==> config.mk <==
export PLATFORM = sky130hd
export DESIGN_NAME = drm_32x1024_arb
export DESIGN_NICKNAME = d
export VERILOG_FILES = /design/src/rtl/drm_32x1024_arb_pkg.sv /design/src/rtl/drm_32x1024_arb_rr_arb2.sv /design/src/rtl/drm_32x1024_arb.sv
export SDC_FILE = /design/constraint.sdc
export NUM_CORES = 1
export LEC_CHECK = 0
export BUFFER_PORTS_ARGS = -buffer_cell sky130_fd_sc_hd__clkbuf_2
export CORE_MARGIN = 2
export CORE_UTILIZATION = 44
export CTS_CLUSTER_SIZE = 28
export DETAILED_ROUTE_END_ITERATION = 10
export PLACE_DENSITY = 0.88
export SETUP_SLACK_MARGIN = 0.1
export SLEW_MARGIN = 20
export SYNTH_ARGS = -nofsm -noshare
export SYNTH_HDL_FRONTEND = slang
export SYNTH_SLANG_ARGS = --single-unit
==> constraint.sdc <==
create_clock -name clk -period 5.2 [get_ports clk]
set_clock_uncertainty 0.2 [all_clocks]
set_input_delay 1.56 -clock clk [delete_from_list [all_inputs] [get_ports clk]]
set_output_delay 1.56 -clock clk [all_outputs]
set_load 0.01 [all_outputs]
==> src/rtl/drm_32x1024_arb_pkg.sv <==
// Shared constants and FSM encoding for the 32x1024 RAM arbiter.
// Latency: n/a (definitions only).
// Backpressure: n/a (definitions only).
package drm_arb_pkg;

  localparam int DRM_ADDR_W = 10;
  localparam int DRM_DATA_W = 32;
  localparam int DRM_DEPTH  = 1024;

  typedef enum logic {
    ST_INIT = 1'b0,
    ST_RUN  = 1'b1
  } arb_state_e;

endpackage

==> src/rtl/drm_32x1024_arb_rr_arb2.sv <==
// Two-way round-robin arbiter; on a tie the requester that did not win last time wins.
// Latency: grant is combinational from req_i; last-grant state updates on the clock edge.
// Backpressure: en_i low suppresses all grants and freezes the last-grant state.
module rr_arb2 (
  input  logic       clk,
  input  logic       rst,
  input  logic       en_i,
  input  logic [1:0] req_i,
  output logic [1:0] grant_o
);

  // Index of the most recent grantee; 1 after reset so requester 0 wins the first tie.
  logic last_q;
  logic last_d;

  // Pick a winner from the current requests.
  always_comb begin
    grant_o = 2'b00;
    if (en_i) begin
      unique case (req_i)
        2'b01:   grant_o = 2'b01;
        2'b10:   grant_o = 2'b10;
        2'b11:   grant_o = last_q ? 2'b01 : 2'b10;
        default: grant_o = 2'b00;
      endcase
    end
  end

  // Remember the winner whenever something is granted.
  always_comb begin
    last_d = last_q;
    if (|grant_o) begin
      last_d = grant_o[1];
    end
  end

  // Last-grant register.
  always_ff @(posedge clk or posedge rst) begin
    if (rst) begin
      last_q <= 1'b1;
    end else begin
      last_q <= last_d;
    end
  end

endmodule

==> src/rtl/drm_32x1024_arb.sv <==
// Zero-fills the RAM after reset, then round-robins two requesters onto its write and read ports.
// Latency: write/read grants combinational; read response one cycle after accept (bypass on same-address write).
// Backpressure: reqN_ready is low during INIT and whenever the other requester wins the port.
module drm_32x1024_arb
  import drm_arb_pkg::*;
#(
  parameter int ADDR_W     = DRM_ADDR_W,
  parameter int DATA_W     = DRM_DATA_W,
  parameter bit INIT_CLEAR = 1'b1
) (
  input  logic              clk,
  input  logic              rst,
  output logic              init_done,
  input  logic              req0_valid,
  input  logic              req0_we,
  input  logic [ADDR_W-1:0] req0_addr,
  input  logic [DATA_W-1:0] req0_wdata,
  output logic              req0_ready,
  input  logic              req1_valid,
  input  logic              req1_we,
  input  logic [ADDR_W-1:0] req1_addr,
  input  logic [DATA_W-1:0] req1_wdata,
  output logic              req1_ready,
  output logic              rsp0_valid,
  output logic [DATA_W-1:0] rsp0_rdata,
  output logic              rsp1_valid,
  output logic [DATA_W-1:0] rsp1_rdata,
  output logic              ram_wr_en,
  output logic [ADDR_W-1:0] ram_wr_addr,
  output logic [DATA_W-1:0] ram_wr_data,
  output logic [ADDR_W-1:0] ram_rd_addr,
  input  logic [DATA_W-1:0] ram_rd_data
);

  arb_state_e        state_q;
  logic [ADDR_W-1:0] clr_cnt_q;
  logic              init_done_q;

  logic              run;
  logic              init_wr;
  logic [1:0]        wr_req;
  logic [1:0]        rd_req;
  logic [1:0]        wr_gnt;
  logic [1:0]        rd_gnt;
  logic [ADDR_W-1:0] w_addr;
  logic [DATA_W-1:0] w_data;
  logic [ADDR_W-1:0] r_addr;
  logic              collide;
  logic [DATA_W-1:0] rsp_dat;

  logic [ADDR_W-1:0] rd_addr_q;
  logic [1:0]        rsp_vld_q;
  logic              byp_q;
  logic [DATA_W-1:0] byp_dat_q;
  logic [DATA_W-1:0] hold0_q;
  logic [DATA_W-1:0] hold1_q;

  // Reset is folded in so every output reads 0 while reset is asserted.
  assign run     = (state_q == ST_RUN) && !rst;
  assign init_wr = (state_q == ST_INIT) && !rst;

  assign wr_req = {req1_valid &  req1_we, req0_valid &  req0_we};
  assign rd_req = {req1_valid & ~req1_we, req0_valid & ~req0_we};

  rr_arb2 u_wr_arb (
    .clk     (clk),
    .rst     (rst),
    .en_i    (run),
    .req_i   (wr_req),
    .grant_o (wr_gnt)
  );

  rr_arb2 u_rd_arb (
    .clk     (clk),
    .rst     (rst),
    .en_i    (run),
    .req_i   (rd_req),
    .grant_o (rd_gnt)
  );

  assign req0_ready = wr_gnt[0] | rd_gnt[0];
  assign req1_ready = wr_gnt[1] | rd_gnt[1];
  assign init_done  = init_done_q;

  // Select the winning write/read request fields and drive the RAM ports.
  always_comb begin
    w_addr      = wr_gnt[1] ? req1_addr  : req0_addr;
    w_data      = wr_gnt[1] ? req1_wdata : req0_wdata;
    r_addr      = rd_gnt[1] ? req1_addr  : req0_addr;
    collide     = (|wr_gnt) && (|rd_gnt) && (w_addr == r_addr);
    ram_wr_en   = 1'b0;
    ram_wr_addr = '0;
    ram_wr_data = '0;
    if (init_wr) begin
      ram_wr_en   = 1'b1;
      ram_wr_addr = clr_cnt_q;
    end else if (|wr_gnt) begin
      ram_wr_en   = 1'b1;
      ram_wr_addr = w_addr;
      ram_wr_data = w_data;
    end
    ram_rd_addr = (|rd_gnt) ? r_addr : rd_addr_q;
  end

  // The RAM is read-first, so a same-cycle same-address write must be served from the bypass copy.
  assign rsp_dat    = byp_q ? byp_dat_q : ram_rd_data;
  assign rsp0_valid = rsp_vld_q[0];
  assign rsp1_valid = rsp_vld_q[1];
  assign rsp0_rdata = rsp_vld_q[0] ? rsp_dat : hold0_q;
  assign rsp1_rdata = rsp_vld_q[1] ? rsp_dat : hold1_q;

  // Init/run sequencer: clear every address once, then run until the next reset.
  always_ff @(posedge clk or posedge rst) begin
    if (rst) begin
      state_q     <= INIT_CLEAR ? ST_INIT : ST_RUN;
      clr_cnt_q   <= '0;
      init_done_q <= 1'b0;
    end else begin
      unique case (state_q)
        ST_INIT: begin
          clr_cnt_q <= clr_cnt_q + 1'b1;
          if (clr_cnt_q == '1) begin
            state_q <= ST_RUN;
          end
        end
        ST_RUN: begin
          init_done_q <= 1'b1;
        end
        default: state_q <= ST_INIT;
      endcase
    end
  end

  // Read-side bookkeeping: held read address, response owner, bypass capture, per-requester data hold.
  always_ff @(posedge clk or posedge rst) begin
    if (rst) begin
      rd_addr_q <= '0;
      rsp_vld_q <= 2'b00;
      byp_q     <= 1'b0;
      byp_dat_q <= '0;
      hold0_q   <= '0;
      hold1_q   <= '0;
    end else begin
      if (|rd_gnt) begin
        rd_addr_q <= r_addr;
      end
      rsp_vld_q <= rd_gnt;
      byp_q     <= collide;
      if (collide) begin
        byp_dat_q <= w_data;
      end
      if (rsp_vld_q[0]) begin
        hold0_q <= rsp_dat;
      end
      if (rsp_vld_q[1]) begin
        hold1_q <= rsp_dat;
      end
    end
  end

endmodule

==> key figures <==
Run status
  • Run status: finished, final reports clean

Floorplanning
  • Boundary Pins: 244
  • Starting density of the core: 0.447
  • Core region area: around 13000 um2
  • Die H: ~120 um
  • Die area: 14300 um2
  • Die Width: about 120 um
  • # rows: 42

STA
  • TNS Setup: 0 ps
  • Max Slew Vio Count: 0
  • Tmin final: between 4000 and 5000 ps
  • Setup-failing EPs final: 0
  • Tcrit/Tclk final: 0.933
  • Max Clk Rate: 206 MHz
  • Hold Fails Final Rpt: 0
  • Worst Tran Pin Value: 1020 ps
  • Unrepaired setup endpoints after global routing: no
  • Slew HR: 0.321

Logic synthesis
  • Post-synthesis cell count: roughly 580
  • Yosys reg bits: 123
  • Seq/Total Area, Yosys: 0.524
  • Synth cell types: 38
  • Area contributors post-synth: dfrtp_1 52%, mux2i_1 18%, nor2_1 6.3%, a21oi_1 6.0%, inv_1 2.2%
  • Syn_area_per_cell: 10.2 um2
  • Synth top area share: 0.515
  • Yosys Warn Count: 0
  • Mapped cell area: 5880 um2
  • Yosys top cell by area: dfrtp_1
  • Synth Net Count: 700

Route
  • Vias/cell: between 5 and 6
  • Residual DRC: 0
  • Pre-Repair DR Iteration Count: 4
  • DRT iter0 DRCs: 223
  • Vias: 5026
  • WL per Instance: 15.5 um
  • Drt total wl: ~16000 um
  • Routed Antenna Nets: 0

Global routing
  • Number of global-route vias before repair: 4963
  • Initial antenna violation count: 0
  • Gr usage total: 0.222
  • Wire length of the first global-routing pass: 24700 um
  • Largest net degree at the start of global routing: 70
  • Grt ovf: 0

Final layout
  • Share of layout cells above drive strength 1: 0.363
  • Area grow syn2layout: 33.6%
  • Design Area, Final: 7850 um2
  • FILL cells: 1112
  • Diode count: 0
  • Fin util: 0.598
  • Layout Nets: ~940

Critical path
  • Slowest CP cell: mux2_2
  • Critical path peak fanout: 29
  • Cell Chain, Critical Path: clkbuf_2 -> nor2b_1 -> and4_2 -> buf_12 -> mux2_2 -> nor2b_1 -> clkbuf_2
  • Crit path capture type: output pin
  • Critical R2R Launch: state_q
  • Reg-to-Reg End: byp_dat_q[28]
  • Reg2Reg Depth: 8
  • Worst setup path category: input port to output pin
  • Worst EP arrival: 3090 ps
  • Critical Path RT: 3440 ps
  • Startpoint Class: input port
  • CP peak stage delay: between 300 and 400 ps
  • FF-to-FF setup slack: 2240 ps

Clock network
  • Clk_lat worst skew: 410 ps
  • CTS max path bufs: 2
  • Post-CTS Setup Inserts: 0
  • Post-CTS Resized: 0
  • CTS Buf Count: 17
  • CTS root buf: clkbuf_16
  • # clock sinks: around 120
  • Hold bufs inserted after CTS: 0
  • CTS tree: yes
  • H-tree depth: 4
  • Reg clk slew, reported paths: 50 ps

Placed design
  • Dpl hpwl: about 12000 um
  • Port Buffers: 243
  • GP Congestion: 0.813
  • Placed cell area: between 7000 and 8000 um2

Power and ir drop
  • Pleak: 3.64 nW
  • Power Total: 0.00221 W
  • Peak VDD IR: 0.172 mV
  • Pwr Density: 281 nW/um2

Min path
  • Hold Crit Start: init_done
  • Worst hold stages: 1
  • Hold EP: init_done
  • HP Class: register to register

Run
  • Max_cap viols: 0
power by group:
group | switching [W] | internal (W) | leakage [nW] | total, W
Clock | 0.000390 | 0.000738 | 0.284 | 0.00113
Sequential | 0 | 0.000959 | 1.21 | 0.000959
Combinational | 0.0000660 | 0.0000542 | 2.15 | 0.000120
logic make-up after synthesis:
| family | count (synthesis) | share of synthesized area |
|---|---|---|
| muxes | 114 | 0.196 |
| buffers and inverters | 70 | 0.0496 |
| adders and majority gates | 1 | 0.00213 |
| AOI/OAI and AO/OA | 104 | 0.0980 |
| and+or+nand+nor | 149 | 0.106 |
| DFF | 123 | 0.524 |
| xor gates and xnor gates | 16 | 0.0238 |
worst max-delay path by stage:
stage / start / to / cells past startpoint
2_1_floorplan: rst / byp_dat_q[0] / 1
3_3_place_gp: rst / ram_wr_data[28] / 7
3_5_place_dp: rst / ram_wr_data[28] / 7
4_1_cts: rst / ram_wr_data[28] / 7
5_1_grt: req0_valid / ram_rd_addr[2] / 8
6_report: rst / ram_wr_data[28] / 7
final cells by class:
type / instances / area, um2 / share of cell area
clock inverter: 8 / 92.6 / 0.0118
inverter: 35 / 134 / 0.0171
multi-input combinational: 384 / 2510 / 0.319
tap: 176 / 220 / 0.0280
timing repair buffer: 255 / 1330 / 0.170
sequential: 123 / 3080 / 0.393
clock buffer: 24 / 482 / 0.0614
cell usage after synthesis:
master     count
or4_1          1
a22oi_1        1
or2_2          2
o21bai_1       2
and4b_1        1
ha_1           1
a41oi_1        1
a21o_1         1
nand4bb_1      1
nor2_1        99
nand2_1       26
xnor2_1       10
a32oi_1        1
buf_1          6
o21ai_0       22
buf_2          5
dfrtp_1      121
a2111oi_4      1
a31oi_1        1
nand3_1        7
and3_1         2
nand2b_1       1
a221oi_1       1
o221ai_1       1
dfstp_2        2
nor2b_1        6
inv_1         35
and4_1         1
nand4b_1       1
buf_6          3
clkbuf_1      21
mux2i_1      107
a21boi_0       1
mux2_2         7
xor2_1         6
a21oi_1       70
or3_1          1
a2bb2oi_1      1
sequential cells by signal, indices dropped and copies added, names as in the netlist:
name	flops
u_wr_arb.last_q	1
u_rd_arb.last_q	1
state_q	1
hold0_q	32
byp_q	1
rd_addr_q	10
byp_dat_q	32
init_done	1
clr_cnt_q	10
rsp_vld_q	2
hold1_q	32
layer usage:
layer,GRT usage,vias to the layer above,part of all wire
li1,-,2438,-
met1,0.267,2367,0.42
met2,0.382,195,0.50
met3,0.0547,26,0.060
met4,0.0919,0,0.022
met5,0,-,0
critical path, delay by kind of cell:
family	cells	cell delay [ps]
and+or+nand+nor	3	630
buffers and inverters	3	490
muxes	1	370
cells in the final DEF, fill, tap and decap left out, types with 2 or more instances in the layout:
cell | Yosys | layout
clkbuf_16 | 0 | 17
xor2_1 | 6 | 6
buf_4 | 0 | 10
nor2b_1 | 6 | 6
a21oi_1 | 70 | 70
nand2_1 | 26 | 26
clkinv_2 | 0 | 5
clkbuf_8 | 0 | 3
xnor2_1 | 10 | 10
and3_1 | 2 | 2
buf_12 | 0 | 2
inv_1 | 35 | 34
bufinv_16 | 0 | 2
clkbuf_2 | 0 | 243
mux2_2 | 7 | 7
o21ai_0 | 22 | 22
dfstp_2 | 2 | 2
nor2_1 | 99 | 99
mux2i_1 | 107 | 107
dfrtp_2 | 0 | 3
o21bai_1 | 2 | 2
nand3_1 | 7 | 7
dfrtp_1 | 121 | 118
or2_2 | 2 | 2
clkbuf_1 | 21 | 4
stage by stage:
stage	setup slack [ps]	hold WS, ps	std cells
2_1_floorplan	172	260	577
3_3_place_gp	441	256	973
3_5_place_dp	365	261	973
4_1_cts	358	275	1005
5_1_grt	279	297	1005
6_report	350	277	1005
(Power assumes the default switching activity.)
